[src/rtl/tmds_pkg.sv]
// Shared TMDS definitions: control-token words, alignment FSM states and token lookup.
package tmds_pkg;

   localparam logic [9:0] TokenCtrl0 = 10'b1101010100;
   localparam logic [9:0] TokenCtrl1 = 10'b0010101011;
   localparam logic [9:0] TokenCtrl2 = 10'b0101010100;
   localparam logic [9:0] TokenCtrl3 = 10'b1010101011;

   typedef enum logic [1:0] {
      StSearch,
      StSlip,
      StWait,
      StLocked
   } tmds_state_e;

   typedef struct packed {
      logic       is_token;
      logic [1:0] code;
   } token_info_t;

   function automatic token_info_t token_to_code(input logic [9:0] word);
      token_info_t info;
      info.is_token = 1'b1;
      info.code     = 2'b00;
      case (word)
         TokenCtrl0: info.code = 2'b00;
         TokenCtrl1: info.code = 2'b01;
         TokenCtrl2: info.code = 2'b10;
         TokenCtrl3: info.code = 2'b11;
         default:    info = '0;
      endcase
      return info;
   endfunction

endpackage

[src/rtl/tmds_word_decode.sv]
// Combinational TMDS word decode: transition-minimised data recovery plus control-token match.
module tmds_word_decode
   import tmds_pkg::*;
(
   input  logic [9:0] word_i,
   output logic [7:0] data_o,
   output logic       is_token_o,
   output logic [1:0] code_o
);

   logic [7:0]  q;
   token_info_t tok;

   always_comb begin
      q      = word_i[9] ? ~word_i[7:0] : word_i[7:0];
      data_o = '0;
      data_o[0] = q[0];
      // bit 8 selects XOR (1) or XNOR (0) chaining used by the encoder
      for (int i = 1; i < 8; i++) begin
         data_o[i] = word_i[8] ? (q[i] ^ q[i-1]) : ~(q[i] ^ q[i-1]);
      end
   end

   assign tok        = token_to_code(word_i);
   assign is_token_o = tok.is_token;
   assign code_o     = tok.code;

endmodule

[src/rtl/tmds_decoder.sv]
// TMDS receive channel: two-stage decode pipeline plus token-rate word alignment FSM
// that requests deserializer bit slips until lock, then watches for lost lock.
module tmds_decoder
   import tmds_pkg::*;
#(
   parameter int unsigned TOKEN_RUN     = 4,
   parameter int unsigned SEARCH_WINDOW = 2048,
   parameter int unsigned SLIP_WAIT     = 16,
   parameter int unsigned MAX_GAP       = 4096
) (
   input  logic       clk_in,
   input  logic       rst_n_in,
   input  logic [9:0] tmds_in,
   output logic [7:0] data_out,
   output logic [1:0] control_out,
   output logic       ve_out,
   output logic       locked_out,
   output logic       bitslip_out
);

   localparam int unsigned RunW  = $clog2(TOKEN_RUN) + 1;
   localparam int unsigned WinW  = $clog2(SEARCH_WINDOW) + 1;
   localparam int unsigned WaitW = $clog2(SLIP_WAIT) + 1;
   localparam int unsigned GapW  = $clog2(MAX_GAP) + 1;

   localparam logic [RunW-1:0]  RunLimit = RunW'(TOKEN_RUN);
   localparam logic [WinW-1:0]  WinLimit = WinW'(SEARCH_WINDOW);
   localparam logic [WinW-1:0]  WinLast  = WinW'(SEARCH_WINDOW - 1);
   localparam logic [WaitW-1:0] WaitLast = WaitW'(SLIP_WAIT - 1);
   localparam logic [GapW-1:0]  GapLimit = GapW'(MAX_GAP);

   logic [7:0] dec_data;
   logic       dec_tok;
   logic [1:0] dec_code;

   logic [7:0] s1_data_q;
   logic       s1_tok_q;
   logic [1:0] s1_code_q;

   logic [7:0] s2_data_q;
   logic [1:0] s2_ctrl_q;
   logic       s2_ve_q;

   tmds_state_e      state_q, state_d;
   logic [RunW-1:0]  run_q, run_d;
   logic [WinW-1:0]  win_q, win_d;
   logic [WaitW-1:0] wait_q, wait_d;
   logic [GapW-1:0]  gap_q, gap_d;
   logic             locked_q, bitslip_q;

   tmds_word_decode u_word_decode (
      .word_i     (tmds_in),
      .data_o     (dec_data),
      .is_token_o (dec_tok),
      .code_o     (dec_code)
   );

   always_ff @(posedge clk_in or negedge rst_n_in) begin
      if (!rst_n_in) begin
         s1_data_q <= '0;
         s1_tok_q  <= 1'b0;
         s1_code_q <= '0;
         s2_data_q <= '0;
         s2_ctrl_q <= '0;
         s2_ve_q   <= 1'b0;
      end else begin
         s1_data_q <= dec_data;
         s1_tok_q  <= dec_tok;
         s1_code_q <= dec_code;
         // each output field holds its last value while the other word class is present
         if (s1_tok_q) begin
            s2_ctrl_q <= s1_code_q;
            s2_ve_q   <= 1'b0;
         end else begin
            s2_data_q <= s1_data_q;
            s2_ve_q   <= locked_q;
         end
      end
   end

   always_comb begin
      state_d = state_q;
      run_d   = run_q;
      win_d   = win_q;
      wait_d  = wait_q;
      gap_d   = gap_q;
      unique case (state_q)
         StSearch: begin
            run_d = s1_tok_q ? ((run_q == RunLimit) ? run_q : run_q + 1'b1) : '0;
            win_d = (win_q == WinLimit) ? win_q : win_q + 1'b1;
            // a completed token run beats an expiring window in the same cycle
            if (run_d == RunLimit) begin
               state_d = StLocked;
               run_d   = '0;
               win_d   = '0;
               gap_d   = '0;
            end else if (win_q == WinLast) begin
               state_d = StSlip;
               run_d   = '0;
               win_d   = '0;
            end
         end
         StSlip: begin
            state_d = StWait;
            wait_d  = '0;
         end
         StWait: begin
            if (wait_q == WaitLast) begin
               state_d = StSearch;
               wait_d  = '0;
               run_d   = '0;
               win_d   = '0;
            end else begin
               wait_d = wait_q + 1'b1;
            end
         end
         StLocked: begin
            gap_d = s1_tok_q ? '0 : ((gap_q == GapLimit) ? gap_q : gap_q + 1'b1);
            if (gap_d == GapLimit) begin
               state_d = StSearch;
               gap_d   = '0;
               run_d   = '0;
               win_d   = '0;
            end
         end
         default: state_d = StSearch;
      endcase
   end

   always_ff @(posedge clk_in or negedge rst_n_in) begin
      if (!rst_n_in) begin
         state_q   <= StSearch;
         run_q     <= '0;
         win_q     <= '0;
         wait_q    <= '0;
         gap_q     <= '0;
         locked_q  <= 1'b0;
         bitslip_q <= 1'b0;
      end else begin
         state_q   <= state_d;
         run_q     <= run_d;
         win_q     <= win_d;
         wait_q    <= wait_d;
         gap_q     <= gap_d;
         locked_q  <= (state_d == StLocked);
         bitslip_q <= (state_d == StSlip);
      end
   end

   assign data_out    = s2_data_q;
   assign control_out = s2_ctrl_q;
   assign ve_out      = s2_ve_q;
   assign locked_out  = locked_q;
   assign bitslip_out = bitslip_q;

endmodule

[config.mk]
export PLATFORM = sky130hd
export DESIGN_NAME = tmds_decoder
export DESIGN_NICKNAME = d
export VERILOG_FILES = /design/src/rtl/tmds_pkg.sv /design/src/rtl/tmds_word_decode.sv /design/src/rtl/tmds_decoder.sv
export SDC_FILE = /design/constraint.sdc
export NUM_CORES = 1
export LEC_CHECK = 0
export CORE_MARGIN = 4
export CORE_UTILIZATION = 55
export CTS_CLUSTER_SIZE = 28
export DETAILED_ROUTE_END_ITERATION = 10
export DONT_BUFFER_PORTS = 1
export GPL_TIMING_DRIVEN = 0
export PLACE_DENSITY = 0.7
export SLEW_MARGIN = 40
export SYNTH_ARGS = -nofsm -noshare
export SYNTH_HDL_FRONTEND = slang
export SYNTH_SLANG_ARGS = --single-unit
[constraint.sdc]
create_clock -name clk_in -period 3.1 [get_ports clk_in]
set_clock_uncertainty 0.15 [all_clocks]
set_input_delay 0.465 -clock clk_in [delete_from_list [all_inputs] [get_ports clk_in]]
set_output_delay 0.465 -clock clk_in [all_outputs]
set_load 0.02 [all_outputs]
# Yosys cells after proc, flatten, opt, wreduce, memory -nomap -nowiden
# Cells that the tools add are included.
# totals
elab_cells	96
output_inout_bits	13
reg_bits	59
# classes
reduce_logical	8
add_sub_neg	4
mux	36
bitwise	15
eq_ne	20
# ops
op	count
2-to-1 mux 12 bit	5
2-to-1 mux 13 bit	4
one-hot mux 12 bit (3 select lines)	1
equality test 13 bit (second input constant)	2
one-hot mux 13 bit (2 select lines)	1
equality test 10 bit (second input constant)	2
2-to-1 mux 3 bit	6
adder 13 x 1 -> 13 bit (second input constant)	1
adder 12 x 1 -> 12 bit (second input constant)	1
equality test 12 x 11 -> 1 bit (second input constant)	1
equality test 12 bit (second input constant)	1
equality test 10 x 8 -> 1 bit (second input constant)	1
equality test 10 x 9 -> 1 bit (second input constant)	1
one-hot mux 5 bit (2 select lines)	1
2-to-1 mux 1 bit	9
one-hot mux 3 bit (3 select lines)	1
2-to-1 mux 2 bit	4
2-to-1 mux 8 bit	1
inverter 8 bit	1
one-hot mux 2 bit (4 select lines)	1
inverter 1 bit	7
XOR 1 bit	7
equality test 2 bit (second input constant)	3
equality test 3 bit (second input constant)	2
other kinds (15)	19

# Longest topological paths before layout
# Gate-level depths: netlist of run 1.
# logic_depth
word_depth	7
mapped_depth	11

# Hierarchy
# A second synthesis of run 1 with hierarchy kept.
# hier_totals
hier_cells	356
hier_area_um2	3403.3
# by_module_without_submodules
module	area_each_um2	cells_per_inst	seq_area_each_um2	n_inst
tmds_decoder	3186.8	331	1476.4	1
tmds_word_decode	216.5	25	0.0	1

# Worst setup path before layout of run 1
# No wires, ideal clock.
# synth_path
path_kind	reg2reg
startpoint	register gap_q[0]
endpoint	register win_q[0]
n_path_buf	1
synth_period_minus_slack_ps	2504
path_stages_with_launch	11
setup_time_ps	125
t_arrival_ps	2230
path_slack_ps	596
cell_sequence	dfrtp_1 > inv_1 > ha_1 > nor4b_2 > and4_1 > buf_4 > nor4_1 > o2111ai_1 > o31a_4 > nand2b_4 > mux2_2
# synth_via
elab_chain_cells	6
word_cells_on_any_way	7
cone_classes	add/sub: 1; eq/ne: 3; mux: 2; reduce/logical: 1
# synth_lines
item	line	text
start: declaration	tmds_decoder.sv:48	logic [GapW-1:0] gap_q, gap_d;
start signal: assignment	tmds_decoder.sv:144	gap_q <= gap_d;
adder 13 x 1 -> 13 bit or equality test 13 bit (tied branches)	tmds_decoder.sv:118	gap_d = s1_tok_q ? '0 : ((gap_q == GapLimit) ? gap_q : gap_q + 1'b1);
2-to-1 mux 13 bit * (2 in a row)	tmds_decoder.sv:118	
equality test 13 bit *	tmds_decoder.sv:119	if (gap_d == GapLimit) begin
inequality test 2 bit (no source line) *	--	
AND reduction 4 bit (no source line) *	--	
end signal: assignment	tmds_decoder.sv:142	win_q <= win_d;
end: declaration	tmds_decoder.sv:46	logic [WinW-1:0] win_q, win_d;
# Mark *: on every way between the ends. The rest lies on a longest branch, timed or not.
# A chain may end at the register's enable or synchronous reset.

# Final worst setup path of run 1
# layout_path
startpoint	register run_q[0]
endpoint	register gap_q[11]
# layout_via
elab_chain_cells	6
word_cells_on_any_way	7
cone_classes	add/sub: 1; eq/ne: 3; mux: 2; reduce/logical: 1
# layout_lines
item	line	text
start: declaration	tmds_decoder.sv:45	logic [RunW-1:0] run_q, run_d;
start signal: assignment	tmds_decoder.sv:141	run_q <= run_d;
adder 3 x 1 -> 3 bit or equality test 3 bit (tied branches)	tmds_decoder.sv:89	run_d = s1_tok_q ? ((run_q == RunLimit) ? run_q : run_q + 1'b1) : '0;
2-to-1 mux 3 bit * (2 in a row)	tmds_decoder.sv:89	
equality test 3 bit *	tmds_decoder.sv:92	if (run_d == RunLimit) begin
inequality test 2 bit (no source line) *	--	
AND reduction 2 bit (no source line) *	--	
# Marks and branches as above.

==> impl_metrics.env, run 1 <==
export IMPL_cts_root_buf="clkbuf_8"
export IMPL_detailedRoute_firstIterationViolations=162
export IMPL_pin_count=25
export IMPL_nets=386
export IMPL_synthArstFlopShare_pct=100
export IMPL_comb_power_share_pct=12.4
export IMPL_vias_per_cell=5.85
export IMPL_final_util_pct=62.1
export IMPL_final_period_utilization_pct=93.2
export IMPL_setup_tns_ns=0
export IMPL_crit_fanout=10
export IMPL_coreArea_um2=5890
export IMPL_drcViolationCount=0
export IMPL_post_place_ws_ns=0.238
export IMPL_fin_crit_ns=2.89
export IMPL_ff2ff_setup_slack_ns=0.21
export IMPL_drt_pre_antenna_iters=5
export IMPL_synth_seq_area_share_pct=44.4
export IMPL_dp_hpwl_um=4610
export IMPL_synth_edf_count=0
export IMPL_crit_family="compound AO/OA/AOI/OAI gates"
export IMPL_synth_avg_cell_area_um2=9.50
export IMPL_hold_viol_final=0
export IMPL_areaGrowthSynthToFinish_pct=9.97
export IMPL_grt_max_degree=60
export IMPL_maxCapViolCount=0
export IMPL_ys_seq_elements=59
export IMPL_ctsHtreeMaxLevel=3
export IMPL_grt_pass1_wl_um=11700
export IMPL_power_leakage_nw=1.57
export IMPL_initial_utilization_pct=56.5
export IMPL_cts_made_buffers=9
export IMPL_num_rows=28
export IMPL_ys_flop_type="dfrtp_1"
export IMPL_maxSlewViolCount=0
export IMPL_die_width_um=85.8
export IMPL_syn_area_um2=3330
export IMPL_synthCells=350
export IMPL_crit_path_top_delay_cell="a311oi_2"
export IMPL_cts_buffer_depth=2
export IMPL_gp_congestion=0.843
export IMPL_fmax_ghz=0.346
export IMPL_synth_cell_type_count=55
export IMPL_worst_pin_slew_ns=0.729
export IMPL_die_area_um2=7350
export IMPL_clkSinkCount=59
export IMPL_crit_type="register to register"
export IMPL_port_buffers=0
export IMPL_setup_viol_count_final=0
export IMPL_vias=2590
export IMPL_grt_remaining_overflow=0
export IMPL_seqPwrFrac_pct=50.6
export IMPL_dpl_cell_area_um2=3430
export IMPL_syn_num_nets=373
export IMPL_slowest_delay_ns=0.48
export IMPL_setup_ws_ns=0.210
export IMPL_grt_setup_unrepaired="false"
export IMPL_netSwitchingPower_mw=0.526
export IMPL_die_h_um=85.8
export IMPL_switching_share_pct=28.1
export IMPL_clock_power_share_pct=37.0
export IMPL_diodes=0
export IMPL_clock_latency_ns=0.34
export IMPL_critPathRequiredTime_ns=3.20
export IMPL_yosysWarnings=0
export IMPL_grt_usage_pct=20.0
export IMPL_critPathArrivalTime_ns=2.99
export IMPL_vdd_drop_max_uv=279
export IMPL_cts_tree="built"
export IMPL_status="complete, no violations"
export IMPL_avgRoutedWirePerCell_um=15.2
export IMPL_grt_pass1_vias=2500
export IMPL_p_int_mw=1.35
export IMPL_cp_cell_sequence="inv_1 -> ha_1 -> or3b_1 -> a311oi_2 -> nand2_1 -> a21boi_1 -> buf_2 -> nor3_1 -> a21oi_1 -> o21ai_0"
export IMPL_ant_nets=0
export IMPL_relSlewSlack_pct=51.0
export IMPL_drt_total_wl_um=6730
export IMPL_critPathLaunchType="register"
export IMPL_end_kind="register"
export IMPL_crit_buf_inv=2
export IMPL_antenna_found_initial=0
export IMPL_powerDensity_nw_per_um2=512
export IMPL_holdCritPathClass="primary input to register"
export IMPL_path_clk_slew_ns=0.07
export IMPL_stdcell_area_um2=3660
export IMPL_drive_above_1_share_pct=14.1
==> registers in the layout, indices dropped and copies added, names as in the netlist <==
name         flops
s1_data_q        8
wait_q           5
state_q          2
run_q            3
ve_out           1
locked_out       1
win_q           12
s1_code_q        2
bitslip_out      1
s1_tok_q         1
gap_q           13
data_out         8
control_out      2
==> path summary, 6_finish.rpt <==
| path | start | end | depth (start not counted) |
|---|---|---|---|
| min in group asynchronous | rst_n_in | win_q[3] | 2 |
| max in group asynchronous | rst_n_in | gap_q[9] | 2 |
| max | run_q[0] | gap_q[11] | 10 |
| min | tmds_in[0] | s1_data_q[0] | 1 |
| min reg2reg | s1_data_q[6] | data_out[6] | 1 |
| max reg2reg | run_q[0] | gap_q[11] | 10 |
==> per-layer routing <==
layer  global-route usage (%)  part of all wire (%)
met4                     7.19                   1.2
met3                     5.76                   6.1
met1                     26.8                    46
met5                        0                     0
met2                     31.2                    47
==> cells in the final DEF (no fill, tap or decap), types with 3 or more instances in the layout <==
| cell type | synthesis | final |
|---|---|---|
| dfrtp_1 | 59 | 59 |
| nand2_1 | 44 | 44 |
| o21ai_0 | 42 | 42 |
| inv_1 | 16 | 16 |
| nand3_1 | 15 | 15 |
| nor3_1 | 14 | 14 |
| a21oi_1 | 14 | 14 |
| nor2_1 | 14 | 14 |
| mux2_2 | 12 | 12 |
| ha_1 | 11 | 11 |
| clkbuf_8 | 0 | 10 |
| xnor2_1 | 9 | 9 |
| nand2b_1 | 6 | 6 |
| nor4_1 | 7 | 6 |
| o31ai_1 | 6 | 6 |
| clkbuf_1 | 4 | 5 |
| buf_2 | 5 | 5 |
| nor2b_1 | 5 | 5 |
| mux2i_1 | 5 | 5 |
| xor2_1 | 5 | 5 |
| nor3b_1 | 4 | 4 |
| nand4_1 | 4 | 4 |
| buf_6 | 3 | 3 |
| or2_2 | 3 | 3 |
| and3_1 | 3 | 3 |
| or3_1 | 3 | 3 |
| clkinv_2 | 0 | 3 |
==> power groups by stage <==
stage | logic, mW | clock network (mW) | registers, mW
after floorplan | 0.180 | 0 | 0.934
after global placement | 0.204 | 0 | 0.954
after detailed placement | 0.213 | 0 | 0.956
after CTS | 0.234 | 0.710 | 0.945
after global routing | 0.269 | 0.752 | 0.960
final | 0.232 | 0.693 | 0.947
==> cells by family (layout without fill, tap and decap cells) <==
family          count (synthesis)  after routing  share of synthesized area, %
simple gates                  138            138                          22.5
compound gates                 80             80                          15.2
flops                          59             59                          44.4
buf+inv                        31             49                          4.51
mux                            17             17                          5.57
xor+xnor                       14             14                          3.69
fa+ha+maj                      11             11                          4.14
==> synth_stat cells (3+ instances only) <==
cell type,n,share of area [%]
or2_2,3,0.56
clkbuf_1,4,0.45
nor2_1,14,1.6
ha_1,11,4.1
and3_1,3,0.56
nand4_1,4,0.75
buf_6,3,1.0
nand2b_1,6,1.1
xnor2_1,9,2.4
or3_1,3,0.56
nor4_1,7,1.3
xor2_1,5,1.3
nand2_1,44,5.0
nor3b_1,4,0.90
mux2_2,12,4.1
buf_2,5,0.75
inv_1,16,1.8
o31ai_1,6,1.4
nand3_1,15,2.3
a21oi_1,14,2.1
dfrtp_1,59,44
nor2b_1,5,0.94
mux2i_1,5,1.5
nor3_1,14,2.1
o21ai_0,42,6.3
==> stage by stage <==
stage	std cells	hold WS, ns	total power, mW
after floorplan	350	0.0194	1.11
after global placement	425	0.0215	1.16
after detailed placement	425	0.0213	1.17
after CTS	443	0.0345	1.89
after global routing	443	0.0409	1.98
final	443	0.0557	1.87
==> timing repair <==
action	in CTS	in global routing
hold endpoints to repair	59	0
hold buffers	2	0
buffers inserted	0	0
resized for setup	0	0
==> cell type report <==
class                      count  area [um^2]
clock inverter                 5         52.6
multi-input combinational    260         1710
tap                           75         93.8
fill                         527         2230
inverter                      16         60.1
clock buffer                  11          141
sequential                    59         1480
buffer                        15         90.1
timing repair buffer           2         37.5
No activity file was read; power rests on OpenSTA's default activity.
==> run 2: changes to the inputs <==
--- a/config.mk
+++ b/config.mk
@@ -15,4 +15,5 @@
 export SLEW_MARGIN = 40
 export SYNTH_ARGS = -nofsm -noshare
 export SYNTH_HDL_FRONTEND = slang
+export SYNTH_HIERARCHICAL = 1
 export SYNTH_SLANG_ARGS = --single-unit
==> run 2 against run 1 <==
Register-to-register slack worse by 0.07 ns. Maximum frequency shrank 2.2%. Final cell count grew 2.3%. Setup slack worse by 0.066 ns. Hold slack worse by 0.021 ns. Combinational power decreased by 73%. Sequential cell count stayed put. Sequential share of layout area is 1.9 points lower. Core utilization up 2.3 points. Critical endpoint is now bitslip_out.
==> impl_metrics.env, run 2 <==
export IMPL_maxSlewViolCount=0
export IMPL_path_clk_slew_ns=0.08
export IMPL_yosys_area_top_type="dfrtp_1"
export IMPL_slowest_delay_ns=0.49
export IMPL_areaGrowthSynthToFinish_pct=12.8
export IMPL_final_period_utilization_pct=95.4
export IMPL_diodes=0
export IMPL_largestRegisters="gap_q x13, win_q x12"
export IMPL_synthMuxAreaShare_pct=4.52
export IMPL_critPathArrivalTime_ns=3.03
export IMPL_critPathRequiredTime_ns=3.18
export IMPL_initial_utilization_pct=57.1
export IMPL_synth_avg_cell_area_um2=9.56
export IMPL_synthAdderAreaFrac_pct=4.04
export IMPL_yosysWarnings=6
export IMPL_largest_reg_flops=13
export IMPL_relSlewSlack_pct=50.2
export IMPL_avgRoutedWirePerCell_um=16.0
export IMPL_synthSimpleGateAreaFrac_pct=23.1
export IMPL_clock_latency_ns=0.35
export IMPL_hold_viol_final=0
export IMPL_crit_path_frequent_cell="o21bai_1"
export IMPL_detailedRoute_firstIterationViolations=252
export IMPL_nets=396
export IMPL_fmax_ghz=0.338
export IMPL_placed_cells=431
export IMPL_cp_cell_sequence="clkbuf_2 -> inv_1 -> ha_1 -> nor4bb_1 -> nand4_1 -> mux2i_1 -> o21bai_1 -> a31oi_2 -> o21bai_1 -> and4b_1"
export IMPL_grt_setup_unrepaired="true"
export IMPL_syn_num_nets=379
export IMPL_final_cell_mix="dfrtp_1, nand2_1, o21ai_0"
export IMPL_status="complete, no violations"
export IMPL_drcViolationCount=0
export IMPL_setup_viol_count_final=0
export IMPL_seqPwrFrac_pct=46.8
export IMPL_ys_flop_type="dfrtp_1"
export IMPL_synth_cell_type_count=59
export IMPL_fin_cells=453
export IMPL_crit_fanout=10
export IMPL_holdCritPathClass="primary input to register"
export IMPL_cts_tree="built"
export IMPL_worst_pin_slew_ns=0.740
export IMPL_cts_made_buffers=9
export IMPL_die_width_um=86.7
export IMPL_gp_congestion=0.896
export IMPL_synth_common_cells="dfrtp_1, nand2_1, o21ai_0"
export IMPL_netSwitchingPower_mw=0.408
export IMPL_synth_compound_gate_area_share_pct=16.6
export IMPL_synth_xor_area_share_pct=4.12
export IMPL_vias=2721
export IMPL_grt_usage_pct=20.5
export IMPL_vdd_drop_max_uv=357
export IMPL_whs_ns=0.0349
export IMPL_final_common_cell="dfrtp_1"
export IMPL_clkSinkCount=59
export IMPL_p_int_mw=1.37
export IMPL_clock_power_share_pct=49.7
export IMPL_port_buffers=0
export IMPL_syn_area_um2=3400
export IMPL_fin_crit_ns=2.96
export IMPL_ant_nets=0
export IMPL_synth_seq_area_share_pct=43.4
export IMPL_dp_hpwl_um=4850
export IMPL_coreArea_um2=5960
export IMPL_drt_total_wl_um=7230
export IMPL_ys_seq_elements=59
export IMPL_grt_pass1_vias=2539
export IMPL_ctsHtreeMaxLevel=3
export IMPL_maxCapViolCount=0
export IMPL_cts_root_buf="clkbuf_8"
export IMPL_end_kind="register"
export IMPL_synth_edf_count=0
export IMPL_cts_buffer_depth=2
export IMPL_grt_max_degree=60
export IMPL_grt_remaining_overflow=0
export IMPL_comb_power_share_pct=3.5
export IMPL_drt_pre_antenna_iters=4
export IMPL_power_leakage_nw=1.63
export IMPL_grt_pass1_wl_um=12100
export IMPL_synthDominantCellAreaShare_pct=43.4
export IMPL_drive_above_1_share_pct=14.6
export IMPL_antenna_found_initial=0
export IMPL_ff2ff_setup_slack_ns=0.14
export IMPL_powerDensity_nw_per_um2=463
export IMPL_crit_type="register to register"
export IMPL_vias_per_cell=6.01
export IMPL_synthCells=356
export IMPL_critPathLaunchType="register"
export IMPL_synthArstFlopShare_pct=100
export IMPL_synth_top_family_by_area="simple AND/OR/NAND/NOR gates"
export IMPL_pin_count=25
export IMPL_switching_share_pct=22.9
export IMPL_top_register="gap_q"
export IMPL_synth_area_leaders="dfrtp_1, ha_1, nand2_1"
export IMPL_die_h_um=86.7
export IMPL_crit_path_top_delay_cell="a31oi_2"
export IMPL_num_rows=28
export IMPL_die_area_um2=7510
export IMPL_yosysMostFrequentCell="dfrtp_1"
-- run 2: cell count changes after synthesis, moves of 5 or more --
cell      before  now
o21ai_1        0   11
nor3_1        14    7
a31oi_1        2    9
nor2_1        14   23
a21oi_1       14    9
clkbuf_1       4    9
o21ai_0       42   24
nand2_1       44   36
-- run 2: what timing repair did --
action | CTS | global route
setup buffers | 0 | 5
hold endpoints to repair | 59 | 0
hold buffers | 2 | 0
gates resized for setup | 0 | 3
setup endpoints to repair | 0 | 17
-- run 2: final cells by class --
type / instances / area [um^2]
Clock inverter: 7 / 125
Timing Repair Buffer: 7 / 75.1
Sequential cell: 59 / 1480
Tap cell: 75 / 93.8
Inverter: 17 / 63.8
Multi-Input combinational cell: 264 / 1800
Clock buffer: 9 / 124
Fill cell: 502 / 2120
Buffer: 15 / 78.8
-- run 2: worst max-delay path, delay by kind of cell (launching register included) --
family | cells | cell delay [ns]
flip-flops | 1 | 0.38
buffers and inverters | 2 | 0.28
multiplexers | 1 | 0.32
AO/OA/AOI/OAI | 3 | 0.75
adder cells (fa/ha/maj) | 1 | 0.17
AND/OR/NAND/NOR | 3 | 0.79
-- run 2: routing by layer --
| layer | share of wire (%) | track usage, % | wire (um) | vias to the layer above |
|---|---|---|---|---|
| li1 | - | - | - | 1331 |
| met1 | 47 | 28.2 | 3390 | 1306 |
| met2 | 46 | 31.4 | 3310 | 74 |
| met3 | 6.0 | 4.28 | 435 | 10 |
| met4 | 1.3 | 9.07 | 92 | 0 |
| met5 | 0 | 0 | 0 | - |
-- run 2: kinds of logic after synthesis --
logic type,after synthesis
multiplexers,14
flip-flops,59
adder cells (fa/ha/maj),11
buffers and inverters,33
AO/OA/AOI/OAI,83
AND/OR/NAND/NOR,140
XOR/XNOR,16
-- run 2: power groups by stage --
stage | logic [mW] | registers [mW] | clock network (mW)
after floorplan | 0.0378 | 0.844 | 0
after global placement | 0.0412 | 0.848 | 0
after detailed placement | 0.0427 | 0.849 | 0
after CTS | 0.0643 | 0.834 | 0.899
after global routing | 0.0708 | 0.836 | 0.937
final | 0.0617 | 0.833 | 0.885
-- run 2: path summary, 6_finish.rpt --
path                              start      endpoint  cells after the start
min                          tmds_in[4]  s1_code_q[0]                      1
max reg2reg                    gap_q[0]   bitslip_out                     10
min reg2reg                s1_data_q[0]   data_out[0]                      1
max in group asynchronous      rst_n_in  s1_data_q[0]                      2
max                            gap_q[0]   bitslip_out                     10
min in group asynchronous      rst_n_in      gap_q[3]                      2
-- run 2: stage by stage --
step	power, mW	instance area, um^2	util, %	worst slack [ns]	TNS (ns)
3_5_place_dp	0.892	3500	58.8	0.137	0
6_report	1.78	3840	64.5	0.143	0
4_1_cts	1.80	3790	63.6	0.0527	0
3_3_place_gp	0.889	3500	58.7	0.0700	0
2_1_floorplan	0.882	3400	-	0.517	0
5_1_grt	1.84	3840	64.5	-0.0635	-0.142
